<file path="config.mk">
export PLATFORM = sky130hd
export DESIGN_NAME = align_assign_rr_arb
export DESIGN_NICKNAME = d
export VERILOG_FILES = /design/src/rtl/align_assign_rr_arb.sv
export SDC_FILE = /design/constraint.sdc
export NUM_CORES = 1
export LEC_CHECK = 0
export ABC_AREA = 1
export BUFFER_PORTS_ARGS = -buffer_cell sky130_fd_sc_hd__buf_4
export CORE_MARGIN = 2
export CORE_UTILIZATION = 45
export DETAILED_ROUTE_END_ITERATION = 6
export HOLD_SLACK_MARGIN = 0.1
export PLACE_DENSITY = 0.75
export SYNTH_ARGS = -nofsm -noshare
export SYNTH_HDL_FRONTEND = slang
export SYNTH_SLANG_ARGS = --single-unit
</file>
<file path="constraint.sdc">
create_clock -name clk -period 3.1 [get_ports clk]
set_clock_uncertainty 0.1 [all_clocks]
set_input_delay 0.155 -clock clk [delete_from_list [all_inputs] [get_ports clk]]
set_output_delay 0.155 -clock clk [all_outputs]
set_load 0.01 [all_outputs]
</file>
<file path="src/rtl/align_assign_rr_arb.sv">
// align_assign_rr_arb
//
// Round-robin arbiter that shares one WIDTH-bit output datapath between NREQ
// requesters. A grant is held for a whole burst (up to req_last), but no longer
// than MAX_HOLD beats. Every grant is followed by one IDLE cycle in which the
// next requester is picked, scanning upward from the one after the last grant.
//
// Handshake: a beat moves on any cycle where valid and ready are both high at
// posedge clk. Valid never depends on ready. Ready may depend on valid.
// Data and last are meaningful only while valid is high.
//
// Ports:
//   clk        clock, all state on posedge
//   rst        synchronous reset, active-high
//   req_valid  per-requester beat valid                  [NREQ]
//   req_ready  per-requester beat accept                 [NREQ]
//   req_data   requester k data at [k*WIDTH +: WIDTH]    [NREQ*WIDTH]
//   req_last   per-requester last beat of burst          [NREQ]
//   out_valid  beat valid toward the shared datapath
//   out_ready  shared datapath accepts the beat
//   out_data   beat data                                 [WIDTH]
//   out_src    index of the granted requester            [SRCW]
//   out_last   final beat of this grant (burst end or hold cap reached)
//   busy       high while a grant is active (XFER state)

module align_assign_rr_arb #(
    parameter int NREQ     = 4,
    parameter int WIDTH    = 4,
    parameter int MAX_HOLD = 8,
    localparam int SRCW    = (NREQ > 1) ? $clog2(NREQ) : 1
) (
    input  logic                  clk,
    input  logic                  rst,
    input  logic [NREQ-1:0]       req_valid,
    output logic [NREQ-1:0]       req_ready,
    input  logic [NREQ*WIDTH-1:0] req_data,
    input  logic [NREQ-1:0]       req_last,
    output logic                  out_valid,
    input  logic                  out_ready,
    output logic [WIDTH-1:0]      out_data,
    output logic [SRCW-1:0]       out_src,
    output logic                  out_last,
    output logic                  busy
);

    typedef enum logic {
        IDLE = 1'b0,
        XFER = 1'b1
    } state_e;

    state_e          fsm_q, fsm_d;
    logic [SRCW-1:0] grant_q, grant_d;
    logic [SRCW-1:0] last_grant_q, last_grant_d;
    logic [7:0]      beat_cnt_q, beat_cnt_d;

    logic [WIDTH-1:0] data_arr [NREQ];
    logic             any_valid;
    logic [SRCW-1:0]  pick;
    logic [SRCW:0]    scan_idx;
    logic             beat;

    always_comb begin
        for (int k = 0; k < NREQ; k++) begin
            data_arr[k] = req_data[k*WIDTH +: WIDTH];
        end
    end

    // Round-robin pick: first valid requester at offsets 1..NREQ from the
    // last grant, wrapping past NREQ-1. The extra bit in scan_idx keeps the
    // unwrapped sum from overflowing before the wrap correction.
    always_comb begin
        any_valid = 1'b0;
        pick      = '0;
        scan_idx  = '0;
        for (int i = 1; i <= NREQ; i++) begin
            scan_idx = {1'b0, last_grant_q} + (SRCW+1)'(i);
            if (scan_idx >= (SRCW+1)'(NREQ)) begin
                scan_idx = scan_idx - (SRCW+1)'(NREQ);
            end
            if (!any_valid && req_valid[scan_idx[SRCW-1:0]]) begin
                any_valid = 1'b1;
                pick      = scan_idx[SRCW-1:0];
            end
        end
    end

    // Outputs are a pass-through of the granted requester only, so nothing
    // from ungranted inputs can reach them. In IDLE every output is zero.
    always_comb begin
        req_ready = '0;
        out_valid = 1'b0;
        out_data  = '0;
        out_src   = '0;
        out_last  = 1'b0;
        busy      = 1'b0;
        if (fsm_q == XFER) begin
            busy               = 1'b1;
            out_src            = grant_q;
            out_valid          = req_valid[grant_q];
            out_data           = data_arr[grant_q];
            out_last           = req_valid[grant_q] &&
                                 (req_last[grant_q] || beat_cnt_q == 8'(MAX_HOLD-1));
            req_ready[grant_q] = out_ready;
        end
        beat = out_valid && out_ready;
    end

    always_comb begin
        fsm_d        = fsm_q;
        grant_d      = grant_q;
        last_grant_d = last_grant_q;
        beat_cnt_d   = beat_cnt_q;
        case (fsm_q)
            IDLE: begin
                if (any_valid) begin
                    grant_d    = pick;
                    beat_cnt_d = '0;
                    fsm_d      = XFER;
                end
            end
            XFER: begin
                if (beat) begin
                    beat_cnt_d = beat_cnt_q + 8'd1;
                    // A capped release looks the same as a burst end here;
                    // the requester simply continues on its next grant.
                    if (out_last) begin
                        last_grant_d = grant_q;
                        fsm_d        = IDLE;
                    end
                end
            end
            default: fsm_d = IDLE;
        endcase
    end

    always_ff @(posedge clk) begin
        if (rst) begin
            fsm_q        <= IDLE;
            grant_q      <= '0;
            last_grant_q <= SRCW'(NREQ-1);
            beat_cnt_q   <= '0;
        end else begin
            fsm_q        <= fsm_d;
            grant_q      <= grant_d;
            last_grant_q <= last_grant_d;
            beat_cnt_q   <= beat_cnt_d;
        end
    end

endmodule

</file>
## After elaboration in Yosys (flattened, before gate mapping)

Index checks and enable logic that the tools add are counted.

| storage, ports and cells | value |
|---|---|
| register bits | 13 |
| input port bits | 27 |
| word-level logic and storage cells | 85 |

| cells by class | value |
|---|---|
| add/subtract/negate cells | 9 |
| order comparisons | 11 |
| equal/unequal tests | 3 |
| multiplexer cells | 42 |
| bitwise operators | 3 |
| reductions and logical operators | 13 |

Operator list:

| operator | number |
|---|---|
| two-way mux 2 bit | 9 |
| two-way mux 1 bit | 17 |
| two-way mux 4 bit | 4 |
| two-way mux 8 bit | 2 |
| one-hot mux 8 bit (2 select lines) | 1 |
| >= comparator 3 bit (second input constant) | 5 |
| < comparator 2 x 3 -> 1 bit (second input constant) | 5 |
| binary-select mux 1 bit (select 2 bit) | 6 |
| adder 8 x 1 -> 8 bit (second input constant) | 1 |
| binary-select mux 4 bit (select 2 bit) | 1 |
| equality test 8 x 3 -> 1 bit (second input constant) | 1 |
| subtractor 2 x 1 -> 2 bit (second input constant) | 4 |
| adder 2 x 2 -> 3 bit (second input constant) | 2 |
| logical AND 1 bit | 6 |
| bitwise AND 4 bit | 1 |
| AND reduction 2 bit | 2 |
| adder 2 x 1 -> 3 bit (second input constant) | 1 |
| adder 2 x 3 -> 3 bit (second input constant) | 1 |
| logical NOT 1 bit | 3 |
| inverter 2 -> 3 bit | 1 |
| AND reduction 3 bit | 1 |
| demux 1 bit (select 2 bit) | 1 |
| >= comparator 2 x 1 -> 1 bit (second input constant) | 1 |
| inequality test 2 x 1 -> 1 bit (second input constant) | 1 |
| 4 further kinds | 4 |

## Longest topological paths before layout

| depth | value |
|---|---|
| depth after elaboration | 17 |
| gate-level depth with buffers | 14 |

## Worst setup path after synthesis

No wires, ideal clock.

| timing path | value |
|---|---|
| kind | flip-flop to flip-flop |
| from | reg last_grant_q[0] |
| to | reg grant_q[0] |
| setup time | 115 ps |
| arrival time | 1313 ps |
| data required time | 2885 ps |
| path slack | 1572 ps |
| cell stages (with the launch flop) | 12 |
| clock period less this slack | 1528 ps |
| path through | dfxtp_1 > buf_4 > inv_4 > nand2_1 > nand2_2 > o21ai_2 > nand3_4 > nand2_4 > buf_12 > inv_2 > o21ai_1 > nor2_1 |

| on the way | value |
|---|---|
| word-level cells in the longest chain between the ends | 16 |

Ends and longest elaborated chain:

| item | RTL line | source |
|---|---|---|
| from (decl) | 53 | `logic [SRCW-1:0] last_grant_q, last_grant_d;` |
| from (signal assigned) | 140 | `last_grant_q <= SRCW'(NREQ-1);` |
| from (signal assigned) | 145 | `last_grant_q <= last_grant_d;` |
| adder 2 x 1 -> 3 bit | 76 | `scan_idx = {1'b0, last_grant_q} + (SRCW+1)'(i);` |
| >= comparator 3 bit / subtractor 2 x 1 -> 2 bit (equally long branches) | 77, 78 |  |
| two-way mux 2 bit | 77 | `if (scan_idx >= (SRCW+1)'(NREQ)) begin` |
| binary-select mux 1 bit (select 2 bit) | 80 | `if (!any_valid && req_valid[scan_idx[SRCW-1:0]]) begin` |
| two-way mux 1 bit (implied by the code) | 80 |  |
| two-way mux 1 bit | 80 |  |
| logical NOT 1 bit | 80 |  |
| logical AND 1 bit | 80 |  |
| two-way mux 1 bit | 80 |  |
| logical NOT 1 bit | 80 |  |
| logical AND 1 bit | 80 |  |
| two-way mux 1 bit | 80 |  |
| logical NOT 1 bit | 80 |  |
| logical AND 1 bit | 80 |  |
| two-way mux 1 bit | 80 |  |
| AND reduction 2 bit (no line) | n/a |  |
| to (signal assigned) | 144 | `grant_q <= grant_d;` |
| to (decl) | 52 | `logic [SRCW-1:0] grant_q, grant_d;` |

Several ways; a longest one is shown, not always the timed one. The select of a mux whose other input is x is not followed.
A chain may end at the register's enable or synchronous reset.

## Worst setup path after layout

| timing path | value |
|---|---|
| from | reg grant_q[0] |
| to | out out_last |

| on the way | value |
|---|---|
| word-level cells in the longest chain between the ends | 5 |

Ends and longest elaborated chain:

| item | RTL line | source |
|---|---|---|
| binary-select mux 1 bit (select 2 bit) | 102 | `(req_last[grant_q] \|\| beat_cnt_q == 8'(MAX_HOLD-1));` |
| two-way mux 1 bit (implied by the code) | 102 |  |
| logical OR 1 bit | 102 |  |
| logical AND 1 bit * | 101 | `out_last = req_valid[grant_q] &&` |
| two-way mux 1 bit * | 96 | `if (fsm_q == XFER) begin` |
| to (decl) | 42 | `output logic out_last,` |

Every way passes the cells marked *; elsewhere a longest branch is shown, timed or not. The select of a mux whose other input is x is not followed.

==> impl_metrics.tcl <==
set metrics [dict create \
    status "finished, final reports clean" \
    synth_nets 205 \
    die_y_um 54.3 \
    fin_setup_tns_ns 0 \
    wl_met2_um 1500 \
    ff2ff_path_depth 10 \
    crit_arrival_ns 1.70 \
    finalSetupViolations 0 \
    utilization 0.604 \
    cts-hold-fix-buffers 1 \
    cts_tree "built" \
    routed-via-count 1308 \
    clockBufferDepth 2 \
    post-route-period-util 0.631 \
    gp_congestion 0.925 \
    place_hpwl_um 2490 \
    drc 0 \
    instances_no_fill 248 \
    portBuffers 39 \
    grt.overflow.total 0 \
    cts_made_buffers 3 \
    min_period_ns 1.96 \
    clk-insertion-delay-late_ns 0.27 \
    wire_per_inst_um 12.4 \
    antenna_found_initial 0 \
    end_kind "output pin" \
    routed_wl_um 3080 \
    synth_edf_count 0 \
    max_freq_ghz 0.511 \
    postRouteAntennaNets 0 \
    h-tree-depth 1 \
    pre_cts_slack_ns 1.27 \
    synthCells 177 \
    power_w 0.000546 \
    yosysSeqAreaShare 0.229 \
    layout_commonest_cell "nand2_1" \
    nNetsFinal 247 \
    dp_cells 243 \
    p_leak_nw 0.743 \
    peakVddDrop_mv 0.277 \
    final_cell_mix "49 x nand2_1, 39 x buf_4, 16 x inv_1" \
    r2r_start "grant_q[0]" \
    postCtsSetupBuffers 0 \
    rows 18 \
    power_density_mw_per_mm2 371 \
    clock_sinks 13 \
    first_global_vias 1103 \
    synth_area_per_cell_um2 6.43 \
    synthFlopType "dfxtp_1" \
    fp.dieW_um 54.3 \
    routed.top_layer "met4" \
    synth_seq_cells 13 \
    slew_headroom 0.750 \
    hp-class "in2reg" \
    worst_pin_slew_ns 0.375 \
    initial_core_util 0.468 \
    whs_path_depth 6 \
    grt_pass1_wl_um 4580 \
    yosysWarnings 0 \
    startpoint_type "flip-flop" \
    regArea_um2 260 \
    ioPinCount 40 \
    multi_input_area_um2 747 \
    startpoint "grant_q[0]" \
    cts_resized 0 \
    grt_usage 0.208 \
    min_from "req_last[3]" \
    required_ns 2.84 \
    diodes 0 \
    fillers 227 \
    worst_slack_ns 1.14 \
    dieArea_mm2 0.00295 \
    grt_max_degree 12 \
    area_growth_pct 29.1 \
    drtPass1Iterations 4 \
    rsz0062_at_grt "no" \
    wl_met1_um 1310 \
    netlist_area_mm2 0.00114 \
    worstSetupPathType "reg2out" \
    synthArstFlopShare 0 \
    drtIter0Drc 46 \
    worstHoldEndpoint "fsm_q" \
    drv_slew 0 \
    setup.reg_to_reg.worst_slack_ns 1.24 \
    wl_met3_um 240 \
    drive_gt1_frac 0.303 \
    synth_cell_types 28 \
    path_max_fanout 8 \
    root_buffer "clkbuf_4" \
    cap_violations 0 \
    hold_violations 0 \
    via_per_inst 5.27 \
    design.core.area_mm2 0.00243 \
    rr_endpoint "beat_cnt_q[4]" \
    cts.clk_slew.worst_paths_ns 0.08 \
]
==> per-layer routing <==
layer / vias up / GRT usage
met2: 52 / 0.388
met1: 585 / 0.248
li1: 666 / -
met3: 5 / 0.0219
met4: 0 / 0.0625
met5: - / 0
==> layout make-up <==
type                       count  share of cell area
multi-input combinational    136               0.508
timing repair buffer          40               0.206
sequential                    13               0.177
inverter                      25              0.0655
tap                           30              0.0255
clock buffer                   4              0.0179
==> synthesized netlist by cell type (2+ instances only) <==
cell,instances,area (um^2)
a21oi_1,14,70.1
a22oi_1,9,67.6
buf_4,2,15.0
dfxtp_1,13,260
inv_1,16,60.1
inv_2,7,26.3
nand2_1,49,184
nand2_2,5,31.3
nand2_4,4,45.0
nand3_1,15,75.1
nand4_1,3,18.8
nor2_1,13,48.8
nor2_2,2,12.5
nor2_8,2,40.0
nor3_1,5,25.0
o211ai_1,4,30.0
o21ai_0,2,10.0
xor2_1,2,17.5
==> per-stage QoR <==
step	hold slack [ns]	area, um^2
floorplan	0.124	1140
global placement	0.279	1430
detailed placement	0.277	1430
CTS	0.318	1470
global route	0.335	1470
finish	0.309	1470
==> cells by family after synthesis <==
kind of cell | count (synthesis) | synth area share
buf+inv | 28 | 0.115
flops | 13 | 0.229
simple gates | 100 | 0.447
compound gates | 32 | 0.175
fa+ha+maj | 1 | 0.0110
xor+xnor | 3 | 0.0231
==> where the power goes <==
part / internal, W / switching, W / leakage (nW)
Sequential: 0.000176 / 0.0000187 / 0.106
Combinational: 0.000102 / 0.000145 / 0.622
Clock: 0.0000499 / 0.0000546 / 0.0150
==> how the worst max path moves through the flow <==
stage                           end  slack [ns]  cells past startpoint
floorplan                grant_q[0]        1.57                     11
global placement    last_grant_q[0]        1.28                      9
detailed placement    beat_cnt_q[5]        1.27                     10
CTS                        out_last        1.13                      7
global route               out_last        0.98                      7
finish                     out_last        1.14                      7
==> registers in the layout (all words and copies together), names as in the netlist <==
| name | cells |
|---|---|
| fsm_q | 1 |
| grant_q | 2 |
| beat_cnt_q | 8 |
| last_grant_q | 2 |
==> critical path: stages (launching register included) <==
cell and delay [ns]:
dfxtp_1 0.53, inv_2 0.09, nor2_2 0.24, nand2_1 0.09, nand4_1 0.16, nand2_1 0.09, nor2_1 0.11, buf_4 0.12
Note: power is estimated with default switching activity, not from simulation.
